**config.mk**
```make
export PLATFORM = sky130hd
export DESIGN_NAME = atr_state_gen
export DESIGN_NICKNAME = d
export VERILOG_FILES = /design/src/rtl/atr_state_gen.sv
export SDC_FILE = /design/constraint.sdc
export NUM_CORES = 1
export LEC_CHECK = 0
export ABC_AREA = 0
export CORE_MARGIN = 4
export CORE_UTILIZATION = 48
export DETAILED_ROUTE_END_ITERATION = 6
export GPL_ROUTABILITY_DRIVEN = 0
export GPL_TIMING_DRIVEN = 1
export PLACE_DENSITY = 0.68
export SYNTH_ARGS = -nofsm -noshare
export SYNTH_HDL_FRONTEND = slang
export SYNTH_SLANG_ARGS = --single-unit
```
**constraint.sdc**
```tcl
create_clock -name clk -period 10.9 [get_ports clk]
set_input_delay 2.18 -clock clk [delete_from_list [all_inputs] [get_ports clk]]
set_output_delay 2.18 -clock clk [all_outputs]
set_load 0.1 [all_outputs]
```
**src/rtl/atr_state_gen.sv**
```systemverilog
// ATR state generator: turns raw run_tx/run_rx levels into delayed, registered
// atr_tx/atr_rx bits with programmable turn-on delay, turn-off hold and a force override.
module atr_state_gen #(
    parameter logic [7:0] BASE = 8'd0
) (
    input  logic        clk,
    input  logic        reset,
    input  logic        set_stb,
    input  logic [7:0]  set_addr,
    input  logic [31:0] set_data,
    input  logic        run_tx,
    input  logic        run_rx,
    output logic        atr_tx,
    output logic        atr_rx,
    output logic [7:0]  status
);

    localparam logic [7:0] ADDR_TX    = BASE;
    localparam logic [7:0] ADDR_RX    = BASE + 8'd1;
    localparam logic [7:0] ADDR_FORCE = BASE + 8'd2;

    typedef enum logic [1:0] {
        IDLE     = 2'd0,
        ON_WAIT  = 2'd1,
        ACTIVE   = 2'd2,
        OFF_WAIT = 2'd3
    } state_t;

    // Index 0 is the TX direction, index 1 is RX, throughout.
    logic [15:0] on_dly_reg  [2];
    logic [15:0] off_dly_reg [2];
    logic        force_en_reg;
    logic [1:0]  force_val_reg;
    logic [1:0]  run;
    logic [1:0]  atr_bus;
    logic [3:0]  state_bus;

    assign run = {run_rx, run_tx};

    always_ff @(posedge clk or posedge reset) begin
        if (reset) begin
            on_dly_reg[0]  <= '0;
            off_dly_reg[0] <= '0;
            on_dly_reg[1]  <= '0;
            off_dly_reg[1] <= '0;
            force_en_reg   <= 1'b0;
            force_val_reg  <= 2'b00;
        end else if (set_stb) begin
            if (set_addr == ADDR_TX) begin
                on_dly_reg[0]  <= set_data[15:0];
                off_dly_reg[0] <= set_data[31:16];
            end
            if (set_addr == ADDR_RX) begin
                on_dly_reg[1]  <= set_data[15:0];
                off_dly_reg[1] <= set_data[31:16];
            end
            if (set_addr == ADDR_FORCE) begin
                force_en_reg  <= set_data[0];
                force_val_reg <= {set_data[1], set_data[2]};
            end
        end
    end

    for (genvar gi = 0; gi < 2; gi++) begin : g_dir
        state_t      state_reg;
        state_t      state_next;
        logic [15:0] cnt_reg;
        logic [15:0] cnt_next;
        logic        atr_reg;

        // Counter is only loaded on entry to a wait state, so delay rewrites
        // mid-count take effect at the next entry.
        always_comb begin
            state_next = state_reg;
            cnt_next   = cnt_reg;
            if (force_en_reg) begin
                state_next = IDLE;
                cnt_next   = '0;
            end else begin
                case (state_reg)
                    IDLE: begin
                        if (run[gi]) begin
                            if (on_dly_reg[gi] == 16'd0) begin
                                state_next = ACTIVE;
                            end else begin
                                cnt_next   = on_dly_reg[gi] - 16'd1;
                                state_next = ON_WAIT;
                            end
                        end
                    end
                    ON_WAIT: begin
                        if (!run[gi]) begin
                            state_next = IDLE;
                            cnt_next   = '0;
                        end else if (cnt_reg == 16'd0) begin
                            state_next = ACTIVE;
                        end else begin
                            cnt_next = cnt_reg - 16'd1;
                        end
                    end
                    ACTIVE: begin
                        if (!run[gi]) begin
                            if (off_dly_reg[gi] == 16'd0) begin
                                state_next = IDLE;
                            end else begin
                                cnt_next   = off_dly_reg[gi] - 16'd1;
                                state_next = OFF_WAIT;
                            end
                        end
                    end
                    OFF_WAIT: begin
                        if (run[gi]) begin
                            state_next = ACTIVE;
                            cnt_next   = '0;
                        end else if (cnt_reg == 16'd0) begin
                            state_next = IDLE;
                        end else begin
                            cnt_next = cnt_reg - 16'd1;
                        end
                    end
                    default: begin
                        state_next = IDLE;
                        cnt_next   = '0;
                    end
                endcase
            end
        end

        always_ff @(posedge clk or posedge reset) begin
            if (reset) begin
                state_reg <= IDLE;
                cnt_reg   <= '0;
                atr_reg   <= 1'b0;
            end else begin
                state_reg <= state_next;
                cnt_reg   <= cnt_next;
                atr_reg   <= force_en_reg ? force_val_reg[gi]
                                          : (state_next == ACTIVE || state_next == OFF_WAIT);
            end
        end

        assign atr_bus[gi]          = atr_reg;
        assign state_bus[gi*2 +: 2] = state_next;
    end

    // Built from next-state values so status moves on the same edge as atr_*.
    always_ff @(posedge clk or posedge reset) begin
        if (reset) begin
            status <= 8'h00;
        end else begin
            status <= {2'b00, force_en_reg, state_bus[3:2], state_bus[1:0], 1'b0};
        end
    end

    assign atr_tx = atr_bus[0];
    assign atr_rx = atr_bus[1];

endmodule

```
== Word-level counts from Yosys, hierarchy flattened ==
Index checks and enable logic that the tools add are counted.
Word-level totals
  bits of input ports: 45
  register bits after elaboration: 110
  word-level logic and storage cells: 95
  output and inout port bits: 10
Operators by class
  equal/unequal tests: 20
  muxes and demuxes: 40
  add/sub/neg operators: 6
  reductions and logical operators: 16
Operators with widths (number)
  two-way mux 16 bit: 16
  case mux 16 bit (4 select lines): 2
  zero test 16 bit: 6
  subtractor 16 x 1 -> 16 bit, second input constant: 6
  two-way mux 2 bit: 18
  inequality test 3 bit, second input constant: 8
  == test 2 bit, second input constant: 8
  case mux 2 bit (4 select lines): 2
  == test 8 x 1 -> 1 bit, second input constant: 1
  == test 8 x 2 -> 1 bit, second input constant: 1
  zero test 8 bit: 1
  AND reduction 4 bit: 2
  AND reduction 2 bit: 3
  == test 2 x 1 -> 1 bit, second input constant: 2
  zero test 2 bit: 2
  logical OR 1 bit: 2
  two-way mux 1 bit: 2

== Longest topological paths before layout ==
Gate-level depths: netlist (run 1).
  word-level depth: 8
  gate-level depth with buffers: 14
  mapped depth without buffers: 11

== Least setup slack after synthesis (run 1) ==
Ideal clock, no wire load.
  path type: input to register
  start point: input set_addr[2]
  end point: register off_dly_reg[0] in the netlist's numbering
  stages on the path: 5
  arrival: 3.740 ns
  buffers on the path: 1
  data required time: 10.775 ns
  library setup time: 0.125 ns
  path slack: 7.035 ns
  path through: nor4_1 nand3_1 nor3b_1 clkbuf_1 mux2_2
On the way
  cells in the longest elaborated chain, start to end: 2
RTL lines
  from (decl): line 9  | input logic [7:0] set_addr,
  == test 8 x 1 -> 1 bit: line 53  | if (set_addr == ADDR_RX) begin
  AND reduction 2 bit (no line)
  to (decl): line 31  | logic [15:0] off_dly_reg [2];
No other way between the ends.
A chain may end at the register's enable or synchronous reset.

==> results of run 1 <==
[area by class of cell]
cell class / instances / area [um2]
clock inverter: 7 / 83.8
inverter: 9 / 36.3
sequential: 106 / 2650
timing repair buffer: 55 / 541
tap: 172 / 215
fill: 1135 / 5520
clock buffer: 9 / 225
multi-input combinational: 485 / 3500
[where the power goes]
group / switching, W / total (W) / leakage [nW] / internal, W
sequential: 0.000106 / 0.000571 / 1.42 / 0.000465
combinational: 0.000504 / 0.000833 / 1.59 / 0.000329
clock: 0.000158 / 0.000341 / 0.154 / 0.000183
total: 0.000768 / 0.00175 / 3.17 / 0.000977
[kinds of logic after synthesis]
kind of cell | share of synthesized area
adder cells (fa/ha/maj) | 0.00789
AO/OA/AOI/OAI | 0.132
flip-flops | 0.418
other | 0.000591
AND/OR/NAND/NOR | 0.186
XOR/XNOR | 0.0428
multiplexers | 0.180
buffers and inverters | 0.0329
[how the worst min path moves through the flow]
stage / startpoint / endpoint / slack (ns) / depth (start not counted)
final: force_val_reg[0]$_DFFE_PP0P_ / atr_tx$_DFF_PP0_ / 0.48 / 1
after detailed placement: force_val_reg[0]$_DFFE_PP0P_ / atr_tx$_DFF_PP0_ / 0.47 / 1
after global placement: force_val_reg[0]$_DFFE_PP0P_ / atr_tx$_DFF_PP0_ / 0.46 / 1
after global routing: force_val_reg[0]$_DFFE_PP0P_ / atr_tx$_DFF_PP0_ / 0.51 / 1
after CTS: force_val_reg[0]$_DFFE_PP0P_ / atr_tx$_DFF_PP0_ / 0.49 / 1
after floorplan: force_en_reg$_DFFE_PP0P_ / status[5]$_DFF_PP0_ / 0.37 / 0
[cell usage in the layout, fill, tap and decap left out, types with 4 or more instances in the layout]
| master | count |
|---|---|
| xor2_1 | 14 |
| nand2_1 | 40 |
| mux2_2 | 69 |
| nor3b_1 | 6 |
| xnor2_1 | 17 |
| nand3b_1 | 5 |
| or4b_1 | 4 |
| a22o_1 | 7 |
| nor2b_1 | 7 |
| nor3_1 | 27 |
| nand2b_1 | 7 |
| buf_4 | 4 |
| or3_1 | 9 |
| a221o_1 | 7 |
| inv_1 | 8 |
| nand4_1 | 6 |
| clkbuf_16 | 9 |
| o21ai_0 | 36 |
| dfrtp_1 | 106 |
| nor4_1 | 22 |
| or4_1 | 5 |
| mux2i_1 | 35 |
| and2_1 | 4 |
| a21oi_1 | 19 |
| nand3_1 | 8 |
| o31ai_1 | 9 |
| clkdlybuf4s50_1 | 51 |
| a22oi_1 | 5 |
| ha_1 | 4 |
| a31oi_1 | 4 |
| nor2_1 | 53 |
[metal layers]
layer | GRT usage | wire length, um
met1 | 0.351 | 7890
met2 | 0.319 | 6870
met3 | 0.0430 | 1070
met4 | 0.0692 | 257
met5 | 0 | 0
[per-stage QoR]
| stage | std cells | power (W) | util | worst slack [ns] | hold slack [ns] |
|---|---|---|---|---|---|
| floorplan | 629 | 0.00122 | - | 5.93 | 0.365 |
| CTS | 843 | 0.00174 | 0.568 | 6.33 | 0.489 |
| finish | 843 | 0.00175 | 0.568 | 6.34 | 0.481 |
| global placement | 827 | 0.00138 | 0.544 | 6.61 | 0.460 |
| global route | 843 | 0.00186 | 0.568 | 6.23 | 0.509 |
| detailed placement | 827 | 0.00140 | 0.544 | 6.55 | 0.474 |
==> impl_metrics.json, run 1 <==
{
  "synth_cell_types": 70,
  "yosysTopAreaCell": "dfrtp_1",
  "grt-ovfl-total": 0,
  "drt-wirelength-per-cell_um": 19.1,
  "cp-startpoint": "g_dir[0].state_reg[0]$_DFF_PP0_",
  "fin_tns_setup_ns": 0,
  "reg2reg_from": "g_dir[0].state_reg[0]$_DFF_PP0_",
  "critical_path.cell_chain": "clkdlybuf4s50_1",
  "core-area_um2": 12800,
  "synth_top_area_share": 0.418,
  "startpoint_type": "flop",
  "clkTransAtPathRegs_ns": 0.08,
  "worst_slew_pin_slew_ns": 0.973,
  "cts_buffer_depth": 2,
  "grt_max_degree": 65,
  "start_util": 0.497,
  "cap_violations": 0,
  "leakage_nw": 3.17,
  "insertion_delay_ns": 0.35,
  "hold_buffers": 0,
  "drive_above_1_share": 0.158,
  "slowest_stage": "clkdlybuf4s50_1",
  "dieArea_um2": 15100,
  "crit_cells": 1,
  "drt-pass1-iter-count": 5,
  "rsz0062_at_grt": "false",
  "area_growth_pct": 14.4,
  "hold_class": "reg -> reg",
  "fin_crit_sh": 0.419,
  "grt_pass1_vias": 4954,
  "ir_drop_mv": 0.127,
  "antenna_cells": 0,
  "crit_path_max_fanout": 22,
  "synth.avg_cell_area_um2": 10.1,
  "drtIter0Drc": 432,
  "grt_first_pass_wirelength_um": 26600,
  "hold_violations": 0,
  "post-cts-setup-buffers": 0,
  "io_buffer_count": 51,
  "synth-edff-count": 0,
  "path_class": "reg -> out",
  "end_kind": "output pin",
  "power.density_nw_per_um2": 240,
  "htree_num_levels": 3,
  "synthTopCellsByArea": "dfrtp_1, mux2_2, mux2i_1",
  "synth_most_common_cell": "dfrtp_1",
  "post-route-min-period_ns": 4.56,
  "vias": 5164,
  "arrival_ns": 2.38,
  "synth_cells": 627,
  "reg2reg_depth": 9,
  "synth-seq-area-share": 0.418,
  "fin_nets": 715,
  "critPathTopFamily": "buffers and inverters",
  "async_flop_share": 1.00,
  "wirelength_um": 16100,
  "required_ns": 8.72,
  "synth.top_cells.by_count": "dfrtp_1, mux2_2, nor2_1",
  "postRouteAntennaNets": 0,
  "rr_endpoint": "g_dir[0].cnt_reg[10]$_DFFE_PP0P_",
  "maxSlewViolCount": 0,
  "clock_tree.root_cell": "clkbuf_16",
  "outcome": "finished, final reports clean",
  "syn_area_um2": 6350,
  "setup.worst_path.end": "status[1]",
  "clock_skew_ns": 0.00753,
  "finalInstanceArea_um2": 7260,
  "die_y_um": 123,
  "cts_sinks": 106,
  "fmax_mhz": 219,
  "drc": 0,
  "tritoncts": "done",
  "synth_seq_cells": 106,
  "maxSlewHeadroom": 0.349,
  "reg2reg_setup_slack_ns": 7.35,
  "track_usage": 0.226,
  "num_rows": 41,
  "cts_buffers": 9,
  "die_x_um": 123,
  "placed_area_um2": 6950,
  "ioPinCount": 55,
  "yosys_warnings": 0,
  "dp_hpwl_um": 12100,
  "dominantRegCellSynth": "dfrtp_1",
  "viasPerCell": 6.13,
  "slowest_delay_ns": 1.26,
  "antenna_found_initial": 0,
  "ctsResizeCount": 0,
  "cp_num_buf_inv": 1,
  "setup_viol": 0
}
No activity file was read; power rests on OpenSTA's default activity.
==> run 2, diff against run 1 <==
clock period = 4.5 ns   (was 10.9 ns; I/O delays follow)
==> run 2 against run 1 <==
Compared with the run above: global-route usage up 0.68 points; combinational power up 140%; clock skew up 0.0038 ns; critical endpoint is now g_dir[0].cnt_reg[10]$_DFFE_PP0P_; critical path type is now reg -> reg; highest routed layer unchanged; sequential share of layout area down 0.15 points; flip-flop and latch count unchanged; critical path depth up 8; non-clock buffer count up 2.
==> impl_metrics.json, run 2 (synthesized netlist as in run 1, its figures left out) <==
{
  "mostFrequentLayoutCell": "dfrtp_1",
  "cts_buffers": 9,
  "ioPinCount": 55,
  "end_kind": "flop",
  "outcome": "finished, final reports clean",
  "p_sw_frac": 0.435,
  "rsz0062_at_grt": "false",
  "wirelength_um": 16800,
  "dp_hpwl_um": 12500,
  "io_buffer_count": 51,
  "total_power_w": 0.00429,
  "die_x_um": 123,
  "postRouteAntennaNets": 0,
  "placed_area_um2": 6960,
  "antenna_found_initial": 0,
  "cap_violations": 0,
  "vias": 5196,
  "hold_class": "reg -> reg",
  "dieArea_um2": 15100,
  "maxSlewHeadroom": 0.343,
  "clkTransAtPathRegs_ns": 0.07,
  "fin_crit_sh": 0.756,
  "final_cell_mix": "dfrtp_1, mux2_2, nor2_1",
  "required_ns": 4.75,
  "grt_first_pass_wirelength_um": 27200,
  "arrival_ns": 3.65,
  "rr_endpoint": "g_dir[0].cnt_reg[10]$_DFFE_PP0P_",
  "cp-startpoint": "g_dir[0].state_reg[0]$_DFF_PP0_",
  "p_seq_frac": 0.325,
  "drc": 0,
  "drt-wirelength-per-cell_um": 19.8,
  "viasPerCell": 6.15,
  "intPower_w": 0.00242,
  "tritoncts": "done",
  "drtIter0Drc": 537,
  "fmax_mhz": 294,
  "stdcell_count": 845,
  "hold_violations": 0,
  "cts_buffer_depth": 2,
  "post-cts-setup-buffers": 0,
  "path_class": "reg -> reg",
  "grt-ovfl-total": 0,
  "hold_buffers": 0,
  "die_y_um": 123,
  "drt-pass1-iter-count": 5,
  "reg2reg_setup_slack_ns": 1.10,
  "crit_path_max_fanout": 22,
  "p_switching_w": 0.00186,
  "setup.worst_path.end": "g_dir[0].cnt_reg[10]$_DFFE_PP0P_",
  "maxSlewViolCount": 0,
  "reg2reg_depth": 9,
  "ir_drop_mv": 0.245,
  "cts_sinks": 106,
  "track_usage": 0.233,
  "finalInstanceArea_um2": 7290,
  "antenna_cells": 0,
  "post-route-min-period_ns": 3.40,
  "clock_tree.root_cell": "clkbuf_16",
  "core-area_um2": 12800,
  "fin_util": 0.571,
  "fin_nets": 717,
  "area_growth_pct": 14.8,
  "grt_pass1_vias": 5098,
  "start_util": 0.497,
  "grt_max_degree": 72,
  "drive_above_1_share": 0.160,
  "worst_slew_pin_slew_ns": 0.976,
  "clock_skew_ns": 0.0113,
  "power.density_nw_per_um2": 588,
  "startpoint_type": "flop",
  "comb_power_share": 0.475,
  "setup_viol": 0,
  "insertion_delay_ns": 0.36,
  "fin_tns_setup_ns": 0,
  "pwr-share-clk": 0.201,
  "num_rows": 41,
  "htree_num_levels": 3,
  "ctsResizeCount": 0,
  "reg2reg_from": "g_dir[0].state_reg[0]$_DFF_PP0_",
  "dp_cells": 829,
  "leakage_nw": 3.18
}
==> run 2: worst min path at each step <==
stage / startpoint / end / cells after the start
6_report: force_val_reg[1]$_DFFE_PP0P_ / atr_rx$_DFF_PP0_ / 1
5_1_grt: force_val_reg[0]$_DFFE_PP0P_ / atr_tx$_DFF_PP0_ / 1
4_1_cts: force_val_reg[1]$_DFFE_PP0P_ / atr_rx$_DFF_PP0_ / 1
3_5_place_dp: force_val_reg[1]$_DFFE_PP0P_ / atr_rx$_DFF_PP0_ / 1
3_3_place_gp: force_val_reg[0]$_DFFE_PP0P_ / atr_tx$_DFF_PP0_ / 1
2_1_floorplan: force_en_reg$_DFFE_PP0P_ / status[5]$_DFF_PP0_ / 0
==> run 2: cell type report <==
type	count	area (um2)
inverter	9	36.3
tap	172	215
sequential	106	2650
clock inverter	7	98.8
timing repair buffer	57	556
multi-input combinational	485	3500
clock buffer	9	225
fill	1090	5490
==> run 2: layer usage <==
metal	track usage	vias up	share of wire
met2	0.351	199	0.45
met1	0.343	2571	0.47
met4	0.0651	0	0.012
met3	0.0453	15	0.074
li1	-	2411	-
met5	0	-	0
==> run 2: metrics by stage <==
stage / setup slack [ns] / hold WS, ns
3_3_place_gp: 1.22 / 0.464
5_1_grt: 0.795 / 0.491
4_1_cts: 1.10 / 0.484
2_1_floorplan: 0.811 / 0.365
6_report: 1.10 / 0.483
3_5_place_dp: 1.13 / 0.465
==> run 2: critical path, cell delays in order (launching register included) <==
cell	delay [ns]
dfrtp_1	0.61
and2b_4	0.58
mux2i_1	0.33
ha_1	0.28
o211ai_4	0.11
or3_1	0.36
or4_1	0.41
a311oi_1	0.27
nand2_1	0.08
a32o_1	0.25
==> run 2: power groups by stage <==
stage / Clock, W / Sequential [W] / Combinational [W]
floorplan: 0 / 0.00146 / 0.00150
global placement: 0 / 0.00138 / 0.00196
detailed placement: 0 / 0.00140 / 0.00201
CTS: 0.000879 / 0.00138 / 0.00202
global route: 0.000916 / 0.00142 / 0.00222
finish: 0.000861 / 0.00139 / 0.00204
